===== config.mk =====
export PLATFORM = sky130hd
export DESIGN_NAME = native_arb
export DESIGN_NICKNAME = d
export VERILOG_FILES = /design/src/rtl/native_arb_pkg.sv /design/src/rtl/native_arb_rr_pick.sv /design/src/rtl/native_arb.sv
export SDC_FILE = /design/constraint.sdc
export NUM_CORES = 1
export LEC_CHECK = 0
export ABC_AREA = 1
export BUFFER_PORTS_ARGS = -buffer_cell sky130_fd_sc_hd__buf_2
export CAP_MARGIN = 20
export CORE_AREA = 2 2 106 108
export CTS_CLUSTER_DIAMETER = 30
export CTS_CLUSTER_SIZE = 20
export DETAILED_ROUTE_END_ITERATION = 10
export DIE_AREA = 0 0 108 110
export SETUP_SLACK_MARGIN = 0.05
export SLEW_MARGIN = 5
export SYNTH_ARGS = -nofsm -noshare
export SYNTH_HDL_FRONTEND = slang
export SYNTH_SLANG_ARGS = --single-unit

===== constraint.sdc =====
create_clock -name clk -period 3.5 [get_ports clk]
set_input_delay 0.175 -clock clk [delete_from_list [all_inputs] [get_ports clk]]
set_output_delay 0.175 -clock clk [all_outputs]
set_load 0.005 [all_outputs]

===== src/rtl/native_arb_pkg.sv =====
// Shared types for the native memory port arbiter.
// Latency: n/a. Backpressure: n/a.
// Holds the FSM encoding and the native bus field widths.
package native_arb_pkg;

    typedef enum logic {
        ST_IDLE = 1'b0,
        ST_BUSY = 1'b1
    } state_t;

    localparam int ADR_W = 32;
    localparam int DAT_W = 32;
    localparam int WEN_W = 4;

endpackage


===== src/rtl/native_arb_rr_pick.sv =====
// Combinational picker: first set request at or above i_base, wrapping; lowest index when i_fixed.
// Latency: 0 cycles. Backpressure: none, pure function of its inputs.
module native_arb_rr_pick #(
    parameter int NREQ  = 2,
    parameter int IDX_W = $clog2(NREQ)
) (
    input  logic [NREQ-1:0]  i_req,
    input  logic [IDX_W-1:0] i_base,
    input  logic             i_fixed,
    output logic             o_found,
    output logic [IDX_W-1:0] o_idx
);

    // Descending scan so the candidate closest to the start point is assigned last and wins.
    always_comb begin
        int cand;
        o_found = |i_req;
        o_idx   = '0;
        for (int k = NREQ - 1; k >= 0; k--) begin
            cand = i_fixed ? k : (int'(i_base) + k) % NREQ;
            if (i_req[cand[IDX_W-1:0]]) begin
                o_idx = cand[IDX_W-1:0];
            end
        end
    end

endmodule


===== src/rtl/native_arb.sv =====
// Shares one native memory port among NREQ requesters, grant locked for the whole transaction.
// Latency: 1 cycle s_val->m_val (registered grant); s_rdy combinational from m_rdy.
// Backpressure: requesters wait on s_val until their s_rdy; one idle cycle after each completion.
module native_arb
    import native_arb_pkg::*;
#(
    parameter int NREQ       = 2,
    parameter int FIXED_PRIO = 0,
    parameter int IDX_W      = $clog2(NREQ)
) (
    input  logic                  clk,
    input  logic                  rst_n,
    input  logic [NREQ-1:0]       s_val,
    output logic [NREQ-1:0]       s_rdy,
    input  logic [ADR_W*NREQ-1:0] s_adr,
    input  logic [WEN_W*NREQ-1:0] s_wen,
    input  logic [DAT_W*NREQ-1:0] s_wdat,
    output logic [DAT_W-1:0]      s_rdat,
    output logic                  m_val,
    input  logic                  m_rdy,
    output logic [ADR_W-1:0]      m_adr,
    output logic [WEN_W-1:0]      m_wen,
    output logic [DAT_W-1:0]      m_wdat,
    input  logic [DAT_W-1:0]      m_rdat,
    output logic [IDX_W-1:0]      gnt_idx
);

    state_t           r_state;
    logic [IDX_W-1:0] r_gnt;
    logic [IDX_W-1:0] r_last;

    logic [IDX_W-1:0] w_base;
    logic             w_found;
    logic [IDX_W-1:0] w_win;
    logic             w_grant;
    logic             w_done;

    assign w_base  = (r_last == IDX_W'(NREQ - 1)) ? '0 : r_last + 1'b1;
    assign w_grant = (r_state == ST_IDLE) && w_found;
    // m_rdy outside BUSY is a stray pulse and must not complete anything.
    assign w_done  = (r_state == ST_BUSY) && m_rdy;

    native_arb_rr_pick #(
        .NREQ  (NREQ),
        .IDX_W (IDX_W)
    ) u_pick (
        .i_req   (s_val),
        .i_base  (w_base),
        .i_fixed (FIXED_PRIO != 0),
        .o_found (w_found),
        .o_idx   (w_win)
    );

    always_ff @(posedge clk) begin
        if (!rst_n) begin
            r_state <= ST_IDLE;
            r_gnt   <= '0;
            r_last  <= IDX_W'(NREQ - 1);
        end else if (w_grant) begin
            r_state <= ST_BUSY;
            r_gnt   <= w_win;
            if (FIXED_PRIO == 0) begin
                r_last <= w_win;
            end
        end else if (w_done) begin
            r_state <= ST_IDLE;
        end
    end

    assign m_val   = (r_state == ST_BUSY);
    assign gnt_idx = r_gnt;
    assign s_rdat  = m_rdat;

    // Request fields are only forwarded while owned; IDLE drives zeros downstream.
    always_comb begin
        m_adr  = '0;
        m_wen  = '0;
        m_wdat = '0;
        s_rdy  = '0;
        for (int k = 0; k < NREQ; k++) begin
            if (m_val && (r_gnt == IDX_W'(k))) begin
                m_adr  = s_adr[ADR_W*k +: ADR_W];
                m_wen  = s_wen[WEN_W*k +: WEN_W];
                m_wdat = s_wdat[DAT_W*k +: DAT_W];
            end
            s_rdy[k] = w_done && (r_gnt == IDX_W'(k));
        end
    end

endmodule


Yosys cells after proc, flatten, opt, wreduce, memory -nomap -nowiden

Cells that the tools add are included.

Reductions and logical operators: 8
Multiplexer cells: 15
Bitwise logic cells: 2
$lt $le $gt $ge: 2
Add/sub/neg operators: 2

Operators with widths:

| operator                                                    | number |
|---|---|
| two-way mux 32 bit                                          | 4 |
| two-way mux 1 bit                                           | 9 |
| two-way mux 4 bit                                           | 2 |
| logical AND 1 bit                                           | 6 |
| less-than comparator 1 x 2 -> 1 bit (second input constant) | 2 |
| adder 1 bit (second input constant)                         | 2 |
| NOT 1 bit                                                   | 2 |
| nonzero test 2 bit                                          | 1 |
| OR reduction 2 bit                                          | 1 |

Flip-flop bits (word level): 3
Input bits: 173

Longest topological paths before layout

Depth after elaboration: 7
Depth in mapped cells: 7
Mapped depth without buffers: 4

By module

Synthesis repeated with hierarchy kept, for this count alone.

Cells, all modules: 290
Area total of the unflattened synthesis: 1,571.5 µm²

Modules (own cells, without submodules):

| module             | cells an instance | area each (µm²) | times used |
|---|---|---|---|
| native_arb         | 285               | 1,549.0         | 1 |
| native_arb_rr_pick | 5                 | 22.5            | 1 |

Worst setup path before layout

No wires, ideal clock.

Path kind: register -> output
Start point: register r_state, in the netlist m_val
End point: output m_adr[12]
Arrival: 1.204 ns
Stages on the path, launching flop included: 8
Setup slack: 2.121 ns
Path through: dfxtp_1 buf_4 inv_2 or2_1 buf_2 buf_6 buf_6 o21ai_2

Longest elaborated chain between the ends: 3
Elaborated cells on any way between the ends: 4
Those cells by class: mux (2); reduce/logical (2)

Ends and longest elaborated chain:

| element                | line             | RTL |
|---|---|---|
| from (decl)            | native_arb.sv:28 | `state_t r_state;` |
| from (signal assigned) | native_arb.sv:56 | `r_state <= ST_IDLE;` |
| from (signal assigned) | native_arb.sv:60 | `r_state <= ST_BUSY;` |
| from (signal assigned) | native_arb.sv:66 | `r_state <= ST_IDLE;` |
| logical AND 1 bit      | native_arb.sv:81 | `if (m_val && (r_gnt == IDX_W'(k))) begin` |
| two-way mux 32 bit     | native_arb.sv:81 |  |
| two-way mux 32 bit *   | native_arb.sv:81 |  |
| to (decl)              | native_arb.sv:21 | `output logic [ADR_W-1:0] m_adr,` |

Mark *: on every way between the ends. The rest lies on a longest branch, timed or not.

Worst setup path after layout

Start point: register r_state, in the netlist m_val
End point: output m_wdat[15]

Longest elaborated chain between the ends: 3
Elaborated cells on any way between the ends: 4
Those cells by class: mux (2); reduce/logical (2)

Ends and longest elaborated chain:

| element              | line             | RTL |
|---|---|---|
| logical AND 1 bit    | native_arb.sv:81 |  |
| two-way mux 32 bit   | native_arb.sv:81 |  |
| two-way mux 32 bit * | native_arb.sv:81 |  |
| to (decl)            | native_arb.sv:23 | `output logic [DAT_W-1:0] m_wdat,` |

Marks and branches as above.

==> qor.yml <==
grt_pass1_vias: 1799
critPathArrivalTime_ns: 1.67
timing.final.crit_share: 0.527
area_growth_pct: 66.7
htreeDepth: 1
row_count: 38
hp-class: "primary input to flip-flop"
via_per_inst: 3.90
fmax_mhz: 542
worstPathCellList: "inv_2 -> or2_2 -> buf_12 -> o21ai_0 -> buf_2"
critPathCaptureType: "output pin"
start_kind: "flip-flop"
ys_ff_latch: 3
finalHoldViolCount: 0
max_stage_delay_ns: 0.51
drtIter0Drc: 67
synth_cells: 279
crit_family: "simple AND/OR/NAND/NOR gates"
post_drt_wl_per_cell_microns: 10.4
ctsRootBufferMaster: "clkbuf_8"
switching_share: 0.399
syn_avg_cell_area_sq_um: 5.21
yosysWarnings: 0
drv_slew: 0
peakVddDrop_mv: 0.185
die_w_microns: 108
finalInstanceArea_sq_mm: 0.00242
slew_headroom: 0.512
grt_pass1_wl_mm: 8.47
clock_skew_ns: 0.000846
grt_usage: 0.0877
clockPowerShare: 0.244
netSwitchingPower_mw: 0.162
grt_overflow: 0
place_area_sq_mm: 0.00238
comb_power_share: 0.659
multi_input_area_sq_um: 776
hpwlAfterDp_mm: 4.82
cap_violations: 0
ios: 277
finalCriticalPeriod_ns: 1.84
seqPwrFrac: 0.097
antenna_found_initial: 0
dieArea_sq_mm: 0.0119
synth_fp_nets: 452
hold_buffers: 0
grt_max_degree: 72
numCtsBuffers: 3
drc_errors: 0
p_per_area_mw_per_mm2: 168
cts.path.max_buffers: 2
rsz0062_at_grt: "no"
worst_path_max_delay_cell: "or2_2"
synthDistinctLibCells: 14
fill_cells: 1254
gp_congestion: 0.727
path_clk_slew_ns: 0.03
worstSkewPairLatency_ns: 0.21
finalSetupViolCount: 0
cts_tree: "done"
path_buf_inv: 3
cts_resized: 0
post_cts_buffers: 0
num_vias: 2267
critPathMaxFanout: 37
tns_ns: 0
synth_area_sq_mm: 0.00145
p_int_mw: 0.244
initial_core_util: 0.136
drive_gt1_frac: 0.525
p_leak_nw: 1.55
antenna_left: 0
worst_slew_pin_slew_ns: 0.732
floorplan.core_area_sq_mm: 0.0107
dr.pass1.iters: 4
dieHeight_microns: 110
ys_seq_area_frac: 0.0413
fin_nets: 616
portBuffers: 212
n_antenna_cell: 0
crit_type: "flip-flop to output pin"
routed_wl_mm: 6.05
required_ns: 3.32
run_status: "completed"
cts_sinks: 3
ff_latch_area_sq_um: 62.6
[through the flow]
stage                     utilization  power [mW]  worst slack, ns  cells  hold slack (ns)
final                           0.226       0.406             1.66    582            0.169
after global routing            0.226       0.451             1.51    582            0.169
after CTS                       0.226       0.413             1.64    582            0.163
after detailed placement        0.222       0.310             1.86    578            0.350
after global placement          0.220       0.305             1.63    577            0.350
after floorplan                     -       0.190             2.12    279            0.259
[cell usage after synthesis]
cell,count,area [sq um]
nand2_1,5,18.8
buf_4,33,248
o21ai_2,10,87.6
nor2_1,2,7.51
inv_2,1,3.75
buf_6,2,22.5
nand3_1,70,350
dfxtp_1,3,60.1
or2_1,1,6.26
buf_2,1,5.00
a21oi_1,2,10.0
inv_1,70,263
clkbuf_1,20,75.1
o21ai_0,59,295
[cells by family after synthesis]
group / Yosys count / synth area share
DFF: 3 / 0.0413
buffers and inverters: 127 / 0.425
AOI/OAI and AO/OA: 71 / 0.270
and+or+nand+nor: 78 / 0.264
[path summary, 6_finish.rpt]
path / start / end / slack, ns / depth (start not counted)
max: m_val / m_wdat[15] / 1.66 / 5
min: rst_n / r_last / 0.17 / 2
max reg2reg: m_val / m_val / 2.25 / 3
min reg2reg: r_last / r_last / 0.47 / 2
[placed cells by master, fill, tap and decap left out]
cell	instances
nand3_1	70
dfxtp_1	1
nand2_1	5
clkbuf_1	1
o21ai_2	10
or2_2	1
buf_12	1
dfxtp_2	2
inv_1	70
nor2_1	2
clkbuf_8	3
buf_4	2
o21ai_0	59
inv_2	1
buf_2	212
a21oi_1	2
[power groups by stage]
stage               logic [mW]  clock network (mW)  registers, mW
floorplan                0.151                   0         0.0395
detailed placement       0.270                   0         0.0400
global placement         0.265                   0         0.0400
global route             0.305               0.106         0.0398
finish                   0.268              0.0990         0.0396
CTS                      0.271               0.102         0.0396
[state kept, by name, summed over array words and instances, names as in the netlist]
signal   count
m_val        1
gnt_idx      1
r_last       1
[worst register-to-register path, delay by kind of cell, from the launching register on]
kind | cells | cell delay (ns)
compound gates | 1 | 0.16
buf+inv | 1 | 0.55
flops | 1 | 0.32
simple gates | 1 | 0.13
[per-layer routing]
metal | part of all wire | global-route usage
met4 | 0.017 | 0.0211
met3 | 0.12 | 0.0288
met1 | 0.37 | 0.0923
met5 | 0 | 0
met2 | 0.50 | 0.168
[final cells by class]
type,count,share of cell area
repair buffers,215,0.453
multi-input cells,149,0.320
inverters,71,0.110
well taps,140,0.0724
flip-flops and latches,3,0.0258
clock buffers,4,0.0186
Note: power is estimated with default switching activity, not from simulation.
